--- src/rtl/bp_me_mem_concentrator_pkg.sv ---
// Shared helpers for the memory-channel concentrator.
//   safe_clog2 : index width for a structure of n entries, never less than 1 bit.
package bp_me_mem_concentrator_pkg;

   // Width needed to index n entries, clamped to 1 so single-entry cases still
   // get a legal one-bit vector.
   function automatic int safe_clog2(input int n);
      int r;
      r = 32'sd1;
      while ((32'sd1 << r) < n) begin
         r = r + 32'sd1;
      end
      return r;
   endfunction

endpackage

--- src/rtl/bp_me_mem_concentrator_if.sv ---
// Bundle of the CCE-side and memory-side handshake signals of one concentrator.
//   slave  : view used by the concentrator itself
//   master : view used by the surrounding environment (CCEs + memory)
interface bp_me_mem_concentrator_if #(
   parameter int num_cce_p    = 2,
   parameter int cmd_width_p  = 64,
   parameter int resp_width_p = 64
);
   logic [num_cce_p-1:0][cmd_width_p-1:0]  cce_cmd_i;
   logic [num_cce_p-1:0]                   cce_cmd_v_i;
   logic [num_cce_p-1:0]                   cce_cmd_yumi_o;
   logic [cmd_width_p-1:0]                 mem_cmd_o;
   logic                                   mem_cmd_v_o;
   logic                                   mem_cmd_yumi_i;
   logic [resp_width_p-1:0]                mem_resp_i;
   logic                                   mem_resp_v_i;
   logic                                   mem_resp_ready_o;
   logic [num_cce_p-1:0][resp_width_p-1:0] cce_resp_o;
   logic [num_cce_p-1:0]                   cce_resp_v_o;
   logic [num_cce_p-1:0]                   cce_resp_ready_i;

   modport slave (
      input  cce_cmd_i, cce_cmd_v_i, mem_cmd_yumi_i, mem_resp_i, mem_resp_v_i, cce_resp_ready_i,
      output cce_cmd_yumi_o, mem_cmd_o, mem_cmd_v_o, mem_resp_ready_o, cce_resp_o, cce_resp_v_o
   );

   modport master (
      output cce_cmd_i, cce_cmd_v_i, mem_cmd_yumi_i, mem_resp_i, mem_resp_v_i, cce_resp_ready_i,
      input  cce_cmd_yumi_o, mem_cmd_o, mem_cmd_v_o, mem_resp_ready_o, cce_resp_o, cce_resp_v_o
   );
endinterface

--- src/rtl/bp_me_mem_concentrator_checker.sv ---
// Simulation-only protocol checks for the concentrator.
//   clk_i, reset_i      : clock and synchronous reset
//   mem_resp_v_i        : memory response valid
//   tracker_empty_i     : no command is in flight
//   cce_cmd_yumi_i      : per-CCE command consume strobes
module bp_me_mem_concentrator_checker #(
   parameter int num_cce_p = 2
) (
   input logic                 clk_i,
   input logic                 reset_i,
   input logic                 mem_resp_v_i,
   input logic                 tracker_empty_i,
   input logic [num_cce_p-1:0] cce_cmd_yumi_i
);

   // A response with nothing in flight means memory and the tracker disagree.
   unexpected_response_a: assert property (@(posedge clk_i) disable iff (reset_i)
      !(mem_resp_v_i && tracker_empty_i))
      else $error("unexpected response");

   // Only one CCE may be consumed per cycle.
   yumi_onehot_a: assert property (@(posedge clk_i) disable iff (reset_i)
      $onehot0(cce_cmd_yumi_i))
      else $error("multiple command yumis");

endmodule

--- src/rtl/bp_me_mem_concentrator_tracker.sv ---
// In-flight tracker: FIFO of issuing-CCE ids plus an occupancy count.
//   push_i/id_i : record the CCE of a command loaded toward memory
//   pop_i       : a response was accepted; retire the head id
//   head_o      : id of the oldest in-flight command
//   full_o      : max_outstanding_p commands in flight
//   empty_o     : nothing in flight
module bp_me_mem_concentrator_tracker
   import bp_me_mem_concentrator_pkg::*;
#(
   parameter int depth_p    = 4,
   parameter int id_width_p = 1
) (
   input  logic                  clk_i,
   input  logic                  reset_i,
   input  logic                  push_i,
   input  logic [id_width_p-1:0] id_i,
   input  logic                  pop_i,
   output logic [id_width_p-1:0] head_o,
   output logic                  full_o,
   output logic                  empty_o
);
   localparam int ptr_width_lp = safe_clog2(depth_p);
   localparam int cnt_width_lp = safe_clog2(depth_p + 1);

   typedef logic [ptr_width_lp-1:0] ptr_t;
   typedef logic [cnt_width_lp-1:0] cnt_t;

   localparam ptr_t last_ptr_lp = ptr_t'(depth_p - 1);
   localparam cnt_t depth_cnt_lp = cnt_t'(depth_p);

   logic [id_width_p-1:0] ids_r [depth_p];
   ptr_t                  wr_ptr_r;
   ptr_t                  rd_ptr_r;
   cnt_t                  count_r;
   logic                  push_en_s;
   logic                  pop_en_s;

   // Pointers wrap at the depth, which need not be a power of two.
   function automatic ptr_t ptr_inc(input ptr_t p);
      return (p == last_ptr_lp) ? ptr_t'(0) : ptr_t'(p + ptr_t'(1));
   endfunction

   assign full_o    = (count_r == depth_cnt_lp);
   assign empty_o   = (count_r == cnt_t'(0));
   assign push_en_s = push_i & ~full_o;
   assign pop_en_s  = pop_i & ~empty_o;
   assign head_o    = ids_r[rd_ptr_r];

   // Pointer and occupancy bookkeeping; push+pop together leaves count unchanged.
   always_ff @(posedge clk_i) begin
      if (reset_i) begin
         wr_ptr_r <= ptr_t'(0);
         rd_ptr_r <= ptr_t'(0);
         count_r  <= cnt_t'(0);
      end else begin
         if (push_en_s) wr_ptr_r <= ptr_inc(wr_ptr_r);
         if (pop_en_s)  rd_ptr_r <= ptr_inc(rd_ptr_r);
         case ({push_en_s, pop_en_s})
            2'b10:   count_r <= cnt_t'(count_r + cnt_t'(1));
            2'b01:   count_r <= cnt_t'(count_r - cnt_t'(1));
            default: count_r <= count_r;
         endcase
      end
   end

   // Id storage; cleared on reset so the head never presents stale data.
   always_ff @(posedge clk_i) begin
      if (reset_i) begin
         for (int i = 0; i < depth_p; i++) begin
            ids_r[i] <= {id_width_p{1'b0}};
         end
      end else if (push_en_s) begin
         ids_r[wr_ptr_r] <= id_i;
      end
   end

endmodule

--- src/rtl/bp_me_mem_concentrator.sv ---
// N-to-1 memory-channel concentrator.
//   clk_i    : clock
//   reset_i  : synchronous active-high reset, discards all in-flight state
//   bus      : slave view of the CCE/memory handshakes
//     cce_cmd_*  -> round-robin arbitrated into a one-entry command register
//     mem_cmd_*  <- registered command toward memory
//     mem_resp_* -> in-order responses, tagged with the tracked issuing CCE
//     cce_resp_* <- one-entry response register, payload broadcast, one-hot valid
module bp_me_mem_concentrator
   import bp_me_mem_concentrator_pkg::*;
#(
   parameter int num_cce_p         = 2,
   parameter int cmd_width_p       = 64,
   parameter int resp_width_p      = 64,
   parameter int max_outstanding_p = 4
) (
   input logic                      clk_i,
   input logic                      reset_i,
   bp_me_mem_concentrator_if.slave  bus
);
   localparam int id_width_lp = safe_clog2(num_cce_p);
   typedef logic [id_width_lp-1:0] id_t;
   localparam id_t last_id_lp = id_t'(num_cce_p - 1);

   logic [cmd_width_p-1:0]  cmd_r;
   logic                    cmd_full_r;
   logic [resp_width_p-1:0] resp_r;
   id_t                     resp_dest_r;
   logic                    resp_full_r;
   id_t                     rr_ptr_r;

   id_t                     grant_id_s;
   logic                    grant_found_s;
   logic                    load_en_s;
   logic [num_cce_p-1:0]    yumi_s;
   id_t                     rr_next_s;
   logic                    tracker_full_s;
   logic                    tracker_empty_s;
   id_t                     tracker_head_s;
   logic                    resp_ready_s;
   logic                    resp_accept_s;
   logic                    dest_ready_s;
   logic [num_cce_p-1:0]    resp_v_s;

   // Round-robin search: first valid CCE at or after rr_ptr_r, wrapping.
   always_comb begin : arb_search
      int cand;
      grant_found_s = 1'b0;
      grant_id_s    = id_t'(0);
      cand          = 32'sd0;
      for (int off = 0; off < num_cce_p; off++) begin
         cand = int'(rr_ptr_r) + off;
         if (cand >= num_cce_p) begin
            cand = cand - num_cce_p;
         end else begin
            cand = cand;
         end
         if (!grant_found_s && bus.cce_cmd_v_i[cand]) begin
            grant_found_s = 1'b1;
            grant_id_s    = id_t'(cand);
         end else begin
            grant_id_s    = grant_id_s;
         end
      end
   end

   // A full tracker blocks loading even if a response retires this cycle.
   assign load_en_s = (~cmd_full_r | bus.mem_cmd_yumi_i) & ~tracker_full_s & grant_found_s;
   assign rr_next_s = (grant_id_s == last_id_lp) ? id_t'(0) : id_t'(grant_id_s + id_t'(1));

   // One-hot yumi toward the granted CCE, only in a loading cycle.
   always_comb begin
      yumi_s = {num_cce_p{1'b0}};
      if (load_en_s) begin
         yumi_s[grant_id_s] = 1'b1;
      end else begin
         yumi_s = {num_cce_p{1'b0}};
      end
   end

   // Command register and round-robin pointer.
   always_ff @(posedge clk_i) begin
      if (reset_i) begin
         cmd_r      <= {cmd_width_p{1'b0}};
         cmd_full_r <= 1'b0;
         rr_ptr_r   <= id_t'(0);
      end else if (load_en_s) begin
         cmd_r      <= bus.cce_cmd_i[grant_id_s];
         cmd_full_r <= 1'b1;
         rr_ptr_r   <= rr_next_s;
      end else if (bus.mem_cmd_yumi_i) begin
         cmd_full_r <= 1'b0;
      end
   end

   bp_me_mem_concentrator_tracker #(
      .depth_p    (max_outstanding_p),
      .id_width_p (id_width_lp)
   ) tracker (
      .clk_i   (clk_i),
      .reset_i (reset_i),
      .push_i  (load_en_s),
      .id_i    (grant_id_s),
      .pop_i   (resp_accept_s),
      .head_o  (tracker_head_s),
      .full_o  (tracker_full_s),
      .empty_o (tracker_empty_s)
   );

   // The response slot frees up in the same cycle its destination drains it.
   assign dest_ready_s  = bus.cce_resp_ready_i[resp_dest_r];
   assign resp_ready_s  = ~tracker_empty_s & (~resp_full_r | dest_ready_s);
   assign resp_accept_s = bus.mem_resp_v_i & resp_ready_s;

   // Response register, tagged with the CCE at the tracker head.
   always_ff @(posedge clk_i) begin
      if (reset_i) begin
         resp_r      <= {resp_width_p{1'b0}};
         resp_dest_r <= id_t'(0);
         resp_full_r <= 1'b0;
      end else if (resp_accept_s) begin
         resp_r      <= bus.mem_resp_i;
         resp_dest_r <= tracker_head_s;
         resp_full_r <= 1'b1;
      end else if (resp_full_r && dest_ready_s) begin
         resp_full_r <= 1'b0;
      end
   end

   // Decode the held destination into the one-hot response valid.
   always_comb begin
      resp_v_s = {num_cce_p{1'b0}};
      for (int i = 0; i < num_cce_p; i++) begin
         resp_v_s[i] = resp_full_r & (resp_dest_r == id_t'(i));
      end
   end

   assign bus.cce_cmd_yumi_o   = yumi_s;
   assign bus.mem_cmd_o        = cmd_r;
   assign bus.mem_cmd_v_o      = cmd_full_r;
   assign bus.mem_resp_ready_o = resp_ready_s;
   assign bus.cce_resp_o       = {num_cce_p{resp_r}};
   assign bus.cce_resp_v_o     = resp_v_s;

   bp_me_mem_concentrator_checker #(
      .num_cce_p (num_cce_p)
   ) checker_inst (
      .clk_i           (clk_i),
      .reset_i         (reset_i),
      .mem_resp_v_i    (bus.mem_resp_v_i),
      .tracker_empty_i (tracker_empty_s),
      .cce_cmd_yumi_i  (yumi_s)
   );

endmodule
--- src/flat_wrapper.sv ---
// flat-port wrapper written by rule: the top's interface ports become plain ports
module bp_me_mem_concentrator_flat import bp_me_mem_concentrator_pkg::*;
#(
   parameter int num_cce_p         = 2,
   parameter int cmd_width_p       = 64,
   parameter int resp_width_p      = 64,
   parameter int max_outstanding_p = 4
)
  (clk_i, reset_i, bus_cce_cmd_i, bus_cce_cmd_v_i, bus_mem_cmd_yumi_i, bus_mem_resp_i, bus_mem_resp_v_i, bus_cce_resp_ready_i, bus_cce_cmd_yumi_o, bus_mem_cmd_o, bus_mem_cmd_v_o, bus_mem_resp_ready_o, bus_cce_resp_o, bus_cce_resp_v_o);
  bp_me_mem_concentrator_if #(.num_cce_p(num_cce_p), .cmd_width_p(cmd_width_p), .resp_width_p(resp_width_p)) bus_i ();
  input logic clk_i;
  input logic reset_i;
  input wire logic [$bits(bus_i.cce_cmd_i)-1:0] bus_cce_cmd_i;
  input wire logic [$bits(bus_i.cce_cmd_v_i)-1:0] bus_cce_cmd_v_i;
  input wire logic [$bits(bus_i.mem_cmd_yumi_i)-1:0] bus_mem_cmd_yumi_i;
  input wire logic [$bits(bus_i.mem_resp_i)-1:0] bus_mem_resp_i;
  input wire logic [$bits(bus_i.mem_resp_v_i)-1:0] bus_mem_resp_v_i;
  input wire logic [$bits(bus_i.cce_resp_ready_i)-1:0] bus_cce_resp_ready_i;
  output wire logic [$bits(bus_i.cce_cmd_yumi_o)-1:0] bus_cce_cmd_yumi_o;
  output wire logic [$bits(bus_i.mem_cmd_o)-1:0] bus_mem_cmd_o;
  output wire logic [$bits(bus_i.mem_cmd_v_o)-1:0] bus_mem_cmd_v_o;
  output wire logic [$bits(bus_i.mem_resp_ready_o)-1:0] bus_mem_resp_ready_o;
  output wire logic [$bits(bus_i.cce_resp_o)-1:0] bus_cce_resp_o;
  output wire logic [$bits(bus_i.cce_resp_v_o)-1:0] bus_cce_resp_v_o;
  assign bus_i.cce_cmd_i = bus_cce_cmd_i;
  assign bus_i.cce_cmd_v_i = bus_cce_cmd_v_i;
  assign bus_i.mem_cmd_yumi_i = bus_mem_cmd_yumi_i;
  assign bus_i.mem_resp_i = bus_mem_resp_i;
  assign bus_i.mem_resp_v_i = bus_mem_resp_v_i;
  assign bus_i.cce_resp_ready_i = bus_cce_resp_ready_i;
  assign bus_cce_cmd_yumi_o = bus_i.cce_cmd_yumi_o;
  assign bus_mem_cmd_o = bus_i.mem_cmd_o;
  assign bus_mem_cmd_v_o = bus_i.mem_cmd_v_o;
  assign bus_mem_resp_ready_o = bus_i.mem_resp_ready_o;
  assign bus_cce_resp_o = bus_i.cce_resp_o;
  assign bus_cce_resp_v_o = bus_i.cce_resp_v_o;
  bp_me_mem_concentrator #(.num_cce_p(num_cce_p), .cmd_width_p(cmd_width_p), .resp_width_p(resp_width_p), .max_outstanding_p(max_outstanding_p)) u_core (.clk_i(clk_i), .reset_i(reset_i), .bus(bus_i));
endmodule
--- config.mk ---
export PLATFORM = sky130hd
export DESIGN_NAME = bp_me_mem_concentrator_flat
export DESIGN_NICKNAME = d
export VERILOG_FILES = /design/src/rtl/bp_me_mem_concentrator_pkg.sv /design/src/rtl/bp_me_mem_concentrator_if.sv /design/src/rtl/bp_me_mem_concentrator_checker.sv /design/src/rtl/bp_me_mem_concentrator_tracker.sv /design/src/rtl/bp_me_mem_concentrator.sv /design/src/flat_wrapper.sv
export SDC_FILE = /design/constraint.sdc
export NUM_CORES = 1
export LEC_CHECK = 0
export ABC_AREA = 1
export CORE_MARGIN = 5
export CORE_UTILIZATION = 30
export CTS_BUF_LIST = sky130_fd_sc_hd__clkbuf_16
export DETAILED_ROUTE_END_ITERATION = 8
export GPL_TIMING_DRIVEN = 0
export HOLD_SLACK_MARGIN = 0.05
export PLACE_DENSITY = 0.74
export SLEW_MARGIN = 20
export SYNTH_ARGS = -nofsm -noshare
export SYNTH_HDL_FRONTEND = slang
export SYNTH_SLANG_ARGS = --single-unit
--- constraint.sdc ---
create_clock -name clk_i -period 3 [get_ports clk_i]
set_clock_uncertainty 0.05 [all_clocks]
set_input_delay 0.3 -clock clk_i [delete_from_list [all_inputs] [get_ports clk_i]]
set_output_delay 0.3 -clock clk_i [all_outputs]
set_load 0.03 [all_outputs]
Yosys cells after proc, flatten, opt, wreduce, memory -nomap -nowiden
Memory sizes are Yosys's and may differ from the RTL's. A register that Yosys moved wholly into a read port is not among the register bits.
Cells that the tools add are included.
Storage, ports and cells
  flip-flop bits (word level): 138
  memory bits (writable): 4
  output and inout port bits: 198
  word-level logic and storage cells: 88
  memories kept: 1
Cells by class
  add/subtract/negate cells: 8
  $lt $le $gt $ge: 7
  equal/unequal tests: 5
  mux-type cells: 35
  bitwise logic cells: 15
  reductions and logical operators: 9
Memories
  u_core.tracker.ids_r: words 4, width 1, read ports 1, clocked after Yosys merged registers in 1, write ports 4, RTL line bp_me_mem_concentrator_tracker.sv:31  | logic [id_width_p-1:0] ids_r [depth_p];
Operator list (count)
  64-bit two-way mux: 2
  32-bit by 3-bit < comparator with 1-bit output, second input constant: 2
  32-bit two-way mux: 2
  32-bit by 3-bit greater-or-equal comparator with 1-bit output, second input constant: 1
  32-bit by 3-bit subtractor with 32-bit output, second input constant: 1
  1-bit two-way mux: 25
  1-bit AND: 8
  2-bit two-way mux: 4
  2-bit == test, second input constant: 3
  3-bit case mux with 2 select lines: 1
  2-bit nonzero test: 3
  1-bit NOT: 5
  2-bit by 1-bit adder with 2-bit output, second input constant: 2
  1-bit by 2-bit < comparator with 1-bit output, second input constant: 2
  3-bit by 1-bit adder with 3-bit output, second input constant: 1
  3-bit == test, second input constant: 1
  1-bit logical AND: 3
  3-bit logical NOT: 1
  1-bit by 2-bit subtractor with 3-bit output, second input constant: 1
  3-bit by 1-bit subtractor with 3-bit output, second input constant: 1
  1-bit by 1-bit adder with 2-bit output, second input constant: 1
  2-bit by 1-bit == test with 1-bit output, second input constant: 1
  1-bit by 2-bit greater-or-equal comparator with 1-bit output, second input constant: 1
  1-bit bitwise OR: 2
  5 further kinds: 5

Longest topological paths before layout
Gate-level depths: netlist of run 1.
  word-level depth: 16
  depth in mapped cells: 16

Modules after synthesis
A second synthesis of run 1 with hierarchy kept.
Second synthesis, totals
  cell total of the unflattened synthesis: 1222
  area total of the unflattened synthesis: 7841.3 sq um
By module, submodules not included
  bp_me_mem_concentrator: times used 1, cells each 1145, area each 7144.4 sq um
  bp_me_mem_concentrator_tracker: times used 1, cells each 77, area each 696.9 sq um

Worst setup path before layout of run 1
OpenSTA, ideal clock, no wires.
  kind: register to register
  start point: register u_core.resp_dest_r (read register of u_core.tracker.ids_r)
  end point: register u_core.tracker.count_r[2]
  data arrival time: 1917 ps
  required time: 2831 ps
  path slack: 914 ps
  stages on the path, launching flop included: 15
  clock period less this slack: 2086 ps
  path through: dfxtp_1 -> nand2_1 -> nand3_2 -> nand3_1 -> buf_4 -> buf_6 -> buf_6 -> inv_1 -> ha_1 -> inv_1 -> fa_1 -> nand2_1 -> nand3_1 -> o21ai_0 -> a21oi_1
On the way
  cells in the longest elaborated chain, start to end: 8
RTL lines
  start, declared: RTL line bp_me_mem_concentrator.sv:28  | id_t resp_dest_r;
  1-bit two-way mux (not written as such) * (2 in a row): RTL line bp_me_mem_concentrator.sv:111  | assign dest_ready_s = bus.cce_resp_ready_i[resp_dest_r];
  1-bit bitwise OR *: RTL line bp_me_mem_concentrator.sv:112  | assign resp_ready_s = ~tracker_empty_s & (~resp_full_r | dest_ready_s);
  1-bit AND *: RTL line bp_me_mem_concentrator.sv:112
  1-bit AND *: RTL line bp_me_mem_concentrator.sv:113  | assign resp_accept_s = bus.mem_resp_v_i & resp_ready_s;
  1-bit AND *: RTL line bp_me_mem_concentrator_tracker.sv:46  | assign pop_en_s = pop_i & ~empty_o;
  via u_core.tracker.pop_en_s: RTL line bp_me_mem_concentrator_tracker.sv:36  | logic pop_en_s;
  2-bit by 1-bit == test with 1-bit output or 2-bit == test (tied branches): RTL line bp_me_mem_concentrator_tracker.sv:58  | case ({push_en_s, pop_en_s})
  3-bit case mux with 2 select lines or 2-bit nonzero test (tied branches)
  end signal, assigned: RTL line bp_me_mem_concentrator_tracker.sv:59  | 2'b10: count_r <= cnt_t'(count_r + cnt_t'(1));
  end signal, assigned: RTL line bp_me_mem_concentrator_tracker.sv:60  | 2'b01: count_r <= cnt_t'(count_r - cnt_t'(1));
  end signal, assigned: RTL line bp_me_mem_concentrator_tracker.sv:61  | default: count_r <= count_r;
  end, declared: RTL line bp_me_mem_concentrator_tracker.sv:34  | cnt_t count_r;
The timed path passes the listed nets; every way through them passes the cells marked *. The select of a mux whose other input is x is not followed.
A chain may end at the register's enable or synchronous reset.

Final worst setup path of run 1
  start point: input port bus_cce_cmd_v_i[1]
  end point: output port bus_cce_cmd_yumi_o[1]
On the way
  cells in the longest elaborated chain, start to end: 12
RTL lines
  start, declared: RTL line flat_wrapper.sv:14  | input wire logic [$bits(bus_i.cce_cmd_v_i)-1:0] bus_cce_cmd_v_i;
  1-bit two-way mux (not written as such) (3 in a row): RTL line bp_me_mem_concentrator.sv:58  | if (!grant_found_s && bus.cce_cmd_v_i[cand]) begin
  1-bit two-way mux: RTL line bp_me_mem_concentrator.sv:58
  1-bit logical NOT: RTL line bp_me_mem_concentrator.sv:58
  1-bit logical AND: RTL line bp_me_mem_concentrator.sv:58
  1-bit two-way mux: RTL line bp_me_mem_concentrator.sv:58
  1-bit by 2-bit < comparator with 1-bit output (not written as such) or 1-bit greater-or-equal comparator (tied branches): RTL line bp_me_mem_concentrator.sv:75  | yumi_s[grant_id_s] = 1'b1;
  1-bit logical AND (not written as such): RTL line bp_me_mem_concentrator.sv:75
  1-bit two-way mux (not written as such): RTL line bp_me_mem_concentrator.sv:75
  1-bit demux with 1-bit select
  2-bit two-way mux *: RTL line bp_me_mem_concentrator.sv:74  | if (load_en_s) begin
  end, declared: RTL line flat_wrapper.sv:19  | output wire logic [$bits(bus_i.cce_cmd_yumi_o)-1:0] bus_cce_cmd_yumi_o;
Every way passes the cells marked *; elsewhere a longest branch is shown, timed or not. The select of a mux whose other input is x is not followed.

==> results of run 1 <==
[cells by family (layout without fill, tap and decap cells)]
logic type	Yosys count	in the layout	share of synthesized area, %
AO/OA/AOI/OAI	78	78	5.59
other	0	1	0
flip-flops	143	143	41.6
buffers and inverters	217	643	16.5
adder cells (fa/ha/maj)	4	4	0.824
AND/OR/NAND/NOR	633	633	35.5
[worst register-to-register path: stages, from the launching register on]
cell and delay (ns):
dfxtp_1 0.30, inv_1 0.14, nand3_1 0.12, nand3_1 0.30, buf_2 0.31, ha_1 0.22, inv_1 0.07, fa_1 0.38
nand2_1 0.08, nand3_1 0.09, o21ai_0 0.15, a21oi_1 0.05
[placed cells by master (no fill, tap or decap), types with 2 or more instances in the layout]
master and n:
dfxtp_1 139, nand2_1 413, clkdlybuf4s50_1 395, clkinv_4 2, ha_1 3, buf_2 39, edfxtp_1 4, buf_4 67
nor2_1 144, o21ai_0 7, clkinvlp_4 2, bufinv_16 2, nand4_1 3, a21oi_1 71, nand3_1 70, inv_1 85
inv_6 3, clkinv_2 3, buf_1 5, buf_6 5, clkbuf_1 14, clkbuf_16 17, inv_2 2
[repair_timing]
| item | in CTS | in global routing |
|---|---|---|
| hold buffers | 0 | 0 |
| endpoints found under the setup margin | 1 | 1 |
| pin swaps | 0 | 0 |
| gates resized for setup | 1 | 1 |
[per-layer routing]
| layer | wire length [um] | global-route usage, % |
|---|---|---|
| met2 | 13300 | 35.5 |
| met4 | 377 | 5.15 |
| met5 | 0 | 0 |
| met1 | 9900 | 20.8 |
| met3 | 2450 | 6.83 |
[metrics by stage]
| stage | setup WS [ns] | cell area (um2) | total power [mW] | utilization, % |
|---|---|---|---|---|
| 6_report | 0.217 | 11900 | 10.2 | 52.3 |
| 5_1_grt | 0.0498 | 11900 | 10.9 | 52.3 |
| 4_1_cts | 0.0683 | 11900 | 10.4 | 52.3 |
| 3_5_place_dp | 0.00588 | 11300 | 8.26 | 49.8 |
| 3_3_place_gp | 0.00474 | 11300 | 8.17 | 49.8 |
| 2_1_floorplan | 0.914 | 6980 | 6.03 | - |
[power breakdown]
group	internal [mW]	switching, mW
combinational	2.33	3.09
sequential	2.39	0.349
clock	1.22	0.854
[area by class of cell]
| cell class | count | area, um2 | area share (%) |
|---|---|---|---|
| repair buffers | 396 | 3970 | 33.3 |
| multi-input cells | 715 | 2930 | 24.6 |
| flip-flops and latches | 143 | 2900 | 24.4 |
| inverters | 87 | 327 | 2.74 |
| clock buffers | 17 | 425 | 3.57 |
| clock inverters | 13 | 140 | 1.18 |
| diodes | 1 | 2.50 | 0.0210 |
| well taps | 313 | 392 | 3.29 |
| plain buffers | 130 | 826 | 6.93 |
[sequential cells by signal, summed over array words and instances, names as in the netlist]
| register | count |
|---|---|
| u_core.bus.mem_cmd_o | 64 |
| u_core.bus.mem_cmd_v_o | 1 |
| u_core.resp_dest_r | 1 |
| u_core.resp_full_r | 1 |
| u_core.resp_r | 64 |
| u_core.rr_ptr_r | 1 |
| u_core.tracker.count_r | 3 |
| u_core.tracker.ids_r | 4 |
| u_core.tracker.rd_ptr_r | 2 |
| u_core.tracker.wr_ptr_r | 2 |
[path summary, 6_finish.rpt]
path / startpoint / to / slack, ns / depth (start not counted)
max: bus_cce_cmd_v_i[1] / bus_cce_cmd_yumi_o[1] / 0.22 / 9
min: u_core.bus.mem_cmd_o[31] / u_core.bus.mem_cmd_o[31] / 0.41 / 2
min reg2reg: u_core.bus.mem_cmd_o[31] / u_core.bus.mem_cmd_o[31] / 0.41 / 2
max reg2reg: u_core.tracker.count_r[0] / u_core.tracker.count_r[2] / 0.63 / 11
==> flow_metrics.py, run 1 <==
metrics = {
    "synth": {
        "ys_dominant_reg_cell": "dfxtp_1",
        "synth_nets": 1279,
        "yosysWarningCount": 0,
        "synth_area_leaders": "dfxtp_1 40%, nand2_1 22%, nor2_1 7.7%",
        "syn_inst_count": 1075,
        "post-synth-top-count-cell": "nand2_1",
        "syn-cell-area_mm2": 0.00698,
        "netlist.area_leader.share_pct": 39.8,
        "yosysSeqAreaShare_pct": 41.6,
        "syn_avg_cell_area_um2": 6.50,
        "netlist-cell-type-count": 20,
        "yosys-top-cells-count": "413 x nand2_1, 144 x nor2_1, 139 x dfxtp_1",
        "synth_edf_count": 4,
        "async_reset_ff_share_pct": 0,
        "synth_top_cell_by_area": "dfxtp_1",
        "synth-seq-cells": 143,
    },
    "clock_network": {
        "worst_setup_hold_path_clk_slew_ns": 0.06,
        "cts_tree": "built",
        "cts_made_buffers": 17,
        "depth_of_the_cts_h_tree": 4,
        "cts-root-to-sink-buffers": 2,
        "cts.sink_count": 143,
        "post-cts-setup-buffer-count": 0,
        "insertion_delay_ns": 0.41,
        "root_buffer": "clkbuf_16",
    },
    "timing": {
        "grt_setup_unrepaired": "false",
        "timing_max_transition_violations_final": 0,
        "max_clock_freq_ghz": 0.359,
        "post-route-period-util_pct": 92.8,
        "timing.final.hold_violations": 0,
        "hold_ws_ns": 0.413,
        "final-setup-viol-count": 0,
        "worst_pin_slew_ns": 0.612,
        "finalSetupTns_ns": 0,
        "post-route-min-period_ns": 2.78,
        "slew-limit-headroom_pct": 59.2,
    },
    "floorplan": {
        "floorplan.rows": 55,
        "floorplan.io_pins": 398,
        "fp.dieH_um": 163,
        "die-area_mm2": 0.0264,
        "core_area_mm2": 0.0228,
        "horizontal_extent_of_the_die_um": 163,
        "initial_utilization_pct": 30.7,
    },
    "placement": {
        "gp_routability_congestion": 0.887,
        "place.detailed.hpwl_mm": 21.1,
        "post-place-cells": 1784,
        "portBuffers": 396,
    },
    "layout": {
        "syn_to_final_growth_pct": 70.6,
        "drive_above_1_share_pct": 9.66,
        "layout.nets": 1694,
        "nFillCells": 2271,
        "instances_no_fill": 1815,
    },
    "setup_path": {
        "critPathLaunchType": "input port",
        "worst_setup_path_end_kind": "output port",
        "crit_type": "in2out",
        "timing.critical_path.required_ns": 2.65,
        "worst-path-buf-inv": 5,
        "critPathMostFrequentCell": "nand2_1",
        "crit_path_max_fanout": 10,
        "cp_slowest_cell": "clkdlybuf4s50_1",
        "critical_path.cell_chain": "clkdlybuf4s50_1, inv_1, nand2_1, nand2_1, nor2_4, buf_2, nand2_1, inv_1, clkdlybuf4s50_1",
        "crit_arrival_ns": 2.43,
        "path_delay_family": "buffers and inverters",
        "crit_path_max_incr_delay_ns": 0.69,
    },
    "detailed_routing": {
        "drt_iter0_drc": 310,
        "detailedRoute.firstPassIterationCount": 5,
        "detail_route.wirelength_mm": 26.1,
        "drt_drc_violations_left": 0,
        "routedWlPerCell_um": 14.4,
        "detailroute.via_count": 7721,
        "detail-route-antenna-nets": 0,
        "post_drt_via_cell_ratio": 4.25,
    },
    "global_route": {
        "overall_fraction_of_global_route_tracks_in_use_pct": 19.2,
        "first_global_vias": 7574,
        "largest_net_degree_at_the_start_of_global_routing": 17,
        "grt_pass1_wl_mm": 40.3,
        "grt.overflow.total": 0,
        "antenna_found_initial": 1,
    },
    "run": {
        "cap_violations": 0,
    },
    "run_status": {
        "run_status": "finished clean",
    },
    "power": {
        "total_leakage_power_nw": 5.52,
        "power_density_mw_per_mm2": 859,
        "vdd.ir_drop.worst_mv": 0.375,
    },
    "worst_hold_path": {
        "min-delay-path-class": "reg2reg",
    },
}
Power figures use the tool's default switching activity.
==> run 2: changes to the inputs <==
- CAP_MARGIN: unset -> 25
- RECOVER_POWER: unset -> 100
==> flow_metrics.py, run 2 (synthesized netlist as in run 1, its figures left out) <==
metrics = {
    "timing": {
        "max_clock_freq_ghz": 0.359,
        "timing_max_transition_violations_final": 0,
        "slew-limit-headroom_pct": 59.6,
        "final-setup-viol-count": 0,
        "worst_slack_ns": 0.211,
        "hold_ws_ns": 0.409,
        "finalSetupTns_ns": 0,
        "post-route-min-period_ns": 2.79,
        "post-route-period-util_pct": 93.0,
        "grt_setup_unrepaired": "false",
        "timing.final.hold_violations": 0,
        "worst_pin_slew_ns": 0.606,
    },
    "placement": {
        "post-place-cells": 1784,
        "place.detailed.hpwl_mm": 21.1,
        "placement.setup.worst_slack_ns": 0.00588,
        "portBuffers": 396,
        "placedInstanceArea_mm2": 0.0113,
        "gp_routability_congestion": 0.887,
    },
    "layout": {
        "instances_no_fill": 1815,
        "syn_to_final_growth_pct": 69.8,
        "leading_cell_type_in_the_layout_fill_and_taps_excluded": "nand2_1",
        "layout_common_cells": "413 x nand2_1, 199 x clkdlybuf4s50_1, 196 x dlygate4sd3_1, 144 x nor2_1, 139 x dfxtp_1",
        "layout.nets": 1694,
        "nFillCells": 2288,
        "drive_above_1_share_pct": 8.59,
        "finish.instance_area_mm2": 0.0119,
        "utilization_pct": 52.1,
    },
    "worst_hold_path": {
        "min-delay-path-class": "reg2reg",
    },
    "setup_path": {
        "setup.worst_path.start": "bus_cce_cmd_v_i[1]",
        "worst_setup_path_end_kind": "output port",
        "crit_path_max_fanout": 10,
        "crit_type": "in2out",
        "worst_r2r_endpoint": "u_core.tracker.count_r[2]",
        "reg2reg_depth": 11,
        "crit_arrival_ns": 2.44,
        "endpoint": "bus_cce_cmd_yumi_o[1]",
        "timing.critical_path.required_ns": 2.65,
        "reg2reg_slack_ns": 0.43,
        "critPathLaunchType": "input port",
        "worst_r2r_startpoint": "u_core.tracker.count_r[0]",
    },
    "floorplan": {
        "horizontal_extent_of_the_die_um": 163,
        "fp.dieH_um": 163,
        "die-area_mm2": 0.0264,
        "floorplan.io_pins": 398,
        "initial_utilization_pct": 30.7,
        "core_area_mm2": 0.0228,
        "floorplan.rows": 55,
    },
    "detailed_routing": {
        "routedWlPerCell_um": 14.3,
        "detailroute.via_count": 7727,
        "drt_iter0_drc": 260,
        "detail-route-antenna-nets": 0,
        "drt_drc_violations_left": 0,
        "post_drt_via_cell_ratio": 4.26,
        "detail_route.wirelength_mm": 26.0,
        "detailedRoute.firstPassIterationCount": 4,
    },
    "global_route": {
        "first_global_vias": 7574,
        "overall_fraction_of_global_route_tracks_in_use_pct": 19.2,
        "largest_net_degree_at_the_start_of_global_routing": 17,
        "grt_pass1_wl_mm": 40.3,
        "grt.overflow.total": 0,
        "antenna_found_initial": 1,
    },
    "run_status": {
        "run_status": "finished clean",
    },
    "clock_network": {
        "cts-root-to-sink-buffers": 2,
        "worst_setup_hold_path_clk_slew_ns": 0.06,
        "cts.sink_count": 143,
        "cts_made_buffers": 17,
        "depth_of_the_cts_h_tree": 4,
        "post_cts_hold_buffer_count": 0,
        "root_buffer": "clkbuf_16",
        "insertion_delay_ns": 0.41,
        "cts_tree": "built",
    },
    "run": {
        "cap_violations": 0,
    },
    "power": {
        "total_leakage_power_nw": 5.96,
        "p_total_mw": 9.89,
        "power_density_mw_per_mm2": 834,
        "vdd.ir_drop.worst_mv": 0.353,
    },
}
run 2: routing by layer:
layer / global-route usage (%) / share of wire [%] / up-vias
met3: 6.83 / 9.3 / 21
li1: - / - / 4035
met2: 35.5 / 51 / 286
met1: 20.8 / 38 / 3385
met5: 0 / 0 / -
met4: 5.15 / 1.5 / 0
run 2: critical path, stage by stage:
cell and delay (ns):
clkdlybuf4s50_1 0.53, inv_1 0.05, nand2_1 0.09, nand2_1 0.09
nor2_4 0.26, buf_2 0.27, nand2_1 0.09, inv_1 0.06
clkdlybuf4s50_1 0.69
run 2: repair_timing:
item | 4_1_cts | 5_1_grt
endpoints found under the hold margin | 0 | 0
gates resized for setup | 1 | 1
setup buffers | 0 | 0
setup endpoints to repair | 1 | 1
run 2: worst min-delay path by stage:
stage / start / depth (start not counted) / end
6_report: u_core.bus.mem_cmd_o[31] / 2 / u_core.bus.mem_cmd_o[31]
5_1_grt: bus_mem_resp_i[24] / 3 / u_core.resp_r[24]
4_1_cts: bus_mem_resp_i[9] / 3 / u_core.resp_r[9]
3_5_place_dp: u_core.bus.mem_cmd_o[31] / 2 / u_core.bus.mem_cmd_o[31]
3_3_place_gp: u_core.bus.mem_cmd_o[52] / 2 / u_core.bus.mem_cmd_o[52]
2_1_floorplan: bus_mem_resp_i[0] / 2 / u_core.resp_r[0]
run 2: final cells by class:
class	instances	area, um2	share of cell area (%)
inverter	87	327	2.75
clock inverter	13	140	1.18
antenna	1	2.50	0.0211
buffer	130	781	6.59
tap	313	392	3.30
timing repair buffer	396	3960	33.4
multi-input combinational	715	2930	24.7
clock buffer	17	425	3.59
sequential	143	2900	24.5
run 2: report_power, final:
group	leakage, nW	switching [mW]	internal [mW]
logic	4.50	3.07	2.03
registers	1.19	0.330	2.39
clock network	0.276	0.851	1.22
total	5.96	4.25	5.63
==> run 3: changes to the inputs <==
- PLACE_DENSITY: 0.74 -> unset
- PLACE_DENSITY_LB_ADDON: unset -> 0.08
- clock period: 3 -> 2.55 ns (I/O delays scaled with it)
==> flow_metrics.py, run 3 (synthesized netlist as in run 1, its figures left out) <==
metrics = {
    "run_status": {
        "run_status": "finished clean",
    },
    "layout": {
        "nFillCells": 2338,
        "layout_common_cells": "413 x nand2_1, 198 x clkdlybuf4s50_1, 196 x dlygate4sd3_1, 144 x nor2_1, 139 x dfxtp_1",
        "drive_above_1_share_pct": 8.92,
        "layout.nets": 1694,
        "antenna_cells_inserted": 0,
        "instances_no_fill": 1816,
        "leading_cell_type_in_the_layout_fill_and_taps_excluded": "nand2_1",
        "syn_to_final_growth_pct": 70.6,
    },
    "detailed_routing": {
        "post_drt_via_cell_ratio": 4.20,
        "routedWlPerCell_um": 14.3,
        "detailroute.via_count": 7632,
        "detailedRoute.firstPassIterationCount": 4,
        "drt_iter0_drc": 270,
        "drt_drc_violations_left": 0,
        "detail_route.wirelength_mm": 25.9,
        "detail-route-antenna-nets": 0,
    },
    "setup_path": {
        "worst_setup_path_end_kind": "flop",
        "crit_path_max_incr_delay_ns": 0.38,
        "critical_path.cell_chain": "inv_1, nand3_1, nand3_1, buf_2, ha_1, inv_1, fa_1, nand2_1, nand3_1, o21ai_0, a21oi_1",
        "path_delay_family": "simple AND/OR/NAND/NOR gates",
        "reg2reg_slack_ns": 0.19,
        "timing.critical_path.required_ns": 2.81,
        "crit_arrival_ns": 2.61,
        "reg2reg_depth": 11,
        "critPathMostFrequentCell": "nand3_1",
        "worst-path-buf-inv": 3,
        "worst_r2r_startpoint": "u_core.tracker.count_r[0]",
        "critPathLaunchType": "flop",
        "worst_r2r_endpoint": "u_core.tracker.count_r[2]",
        "crit_path_max_fanout": 10,
        "cp_slowest_cell": "fa_1",
        "crit_type": "reg2reg",
    },
    "run": {
        "cap_violations": 0,
    },
    "clock_network": {
        "worst_setup_hold_path_clk_slew_ns": 0.06,
        "root_buffer": "clkbuf_16",
        "cts_tree": "built",
        "cts-root-to-sink-buffers": 2,
        "cts_made_buffers": 17,
        "insertion_delay_ns": 0.42,
        "number_of_gates_resized_after_cts": 3,
        "cts.sink_count": 143,
        "depth_of_the_cts_h_tree": 4,
        "post-cts-setup-buffer-count": 0,
        "post_cts_hold_buffer_count": 0,
    },
    "floorplan": {
        "die-area_mm2": 0.0264,
        "fp.dieH_um": 163,
        "core_area_mm2": 0.0228,
        "initial_utilization_pct": 30.7,
        "floorplan.io_pins": 398,
        "horizontal_extent_of_the_die_um": 163,
        "floorplan.rows": 55,
    },
    "power": {
        "total_leakage_power_nw": 5.99,
        "vdd.ir_drop.worst_mv": 0.405,
        "power_density_mw_per_mm2": 986,
    },
    "placement": {
        "post-place-cells": 1784,
        "gp_routability_congestion": 0.826,
        "placement.setup.worst_slack_ns": -0.206,
        "portBuffers": 396,
        "place.detailed.hpwl_mm": 20.9,
    },
    "global_route": {
        "largest_net_degree_at_the_start_of_global_routing": 17,
        "grt.overflow.total": 0,
        "grt_pass1_wl_mm": 40.1,
        "antenna_found_initial": 0,
        "first_global_vias": 7358,
        "overall_fraction_of_global_route_tracks_in_use_pct": 19.1,
    },
    "worst_hold_path": {
        "min-delay-path-class": "in2reg",
        "min-delay-start": "bus_mem_resp_i[43]",
        "worst_hold_path.endpoint": "u_core.resp_r[43]",
        "worstHoldPathCells": 3,
    },
    "timing": {
        "worst_slack_ns": 0.194,
        "slew-limit-headroom_pct": 61.8,
        "grt_setup_unrepaired": "false",
        "post-route-min-period_ns": 2.36,
        "finalSetupTns_ns": 0,
        "worst_pin_slew_ns": 0.573,
        "timing_max_transition_violations_final": 0,
        "final-setup-viol-count": 0,
        "post-route-period-util_pct": 92.4,
        "timing.final.hold_violations": 0,
        "max_clock_freq_ghz": 0.424,
    },
}
==> run 3: changes by cell type in the layout (fill, tap and decap cells not counted), sizes merged <==
cell	change
inv	+1
bufinv	+1
clkinv	-4
clkbuf	-2
diode	-1
clkdlybuf4s15	+1
buf	+2
clkdlybuf4s50	-1
clkinvlp	+4
==> run 3: worst max path at each step <==
stage	slack (ns)	endpoint	cells past startpoint	startpoint
after floorplan	0.46	u_core.tracker.count_r[2]	14	u_core.resp_dest_r
after global placement	-0.19	bus_cce_cmd_yumi_o[1]	9	bus_cce_cmd_v_i[1]
after detailed placement	-0.21	bus_cce_cmd_yumi_o[1]	9	bus_cce_cmd_v_i[1]
after CTS	0.05	bus_cce_cmd_yumi_o[0]	6	u_core.tracker.count_r[1]
after global routing	0.003	u_core.tracker.count_r[2]	11	u_core.tracker.count_r[0]
final	0.19	u_core.tracker.count_r[2]	11	u_core.tracker.count_r[0]
==> run 3: report_power, final <==
group	internal (mW)	switching, mW
Combinational	2.41	3.59
Clock	1.53	0.998
Sequential	2.81	0.413
Total	6.75	5.00
==> run 3: worst reg2reg max path: stages (launching register included) <==
cell,delay [ns]
dfxtp_1,0.29
inv_1,0.14
nand3_1,0.14
nand3_1,0.28
buf_2,0.31
ha_1,0.21
inv_1,0.07
fa_1,0.38
nand2_1,0.08
nand3_1,0.09
o21ai_0,0.16
a21oi_1,0.05
==> run 3: final cells by class <==
class                      instances  area, um2  share of cell area [%]
sequential                       143       2900                    24.4
inverter                          87        327                    2.74
multi-input combinational        715       2930                    24.6
clock inverter                    15        173                    1.45
clock buffer                      17        425                    3.57
buffer                           130        801                    6.72
timing repair buffer             396       3960                    33.2
tap                              313        392                    3.29
==> run 3: metrics by stage <==
step / total power [mW] / utilization (%) / hold WS, ns / cell area, um2
after floorplan: 7.09 / - / 0.340 / 6980
after global placement: 9.66 / 49.8 / 0.401 / 11300
after detailed placement: 9.70 / 49.8 / 0.405 / 11300
after CTS: 12.3 / 52.4 / 0.344 / 11900
after global routing: 12.5 / 52.3 / 0.362 / 11900
final: 11.7 / 52.3 / 0.366 / 11900
==> run 3: per-layer routing <==
layer	share of wire [%]	GRT usage [%]
met1	39	21.4
met2	50	34.2
met5	0	0
met3	9.5	6.81
met4	1.4	5.26
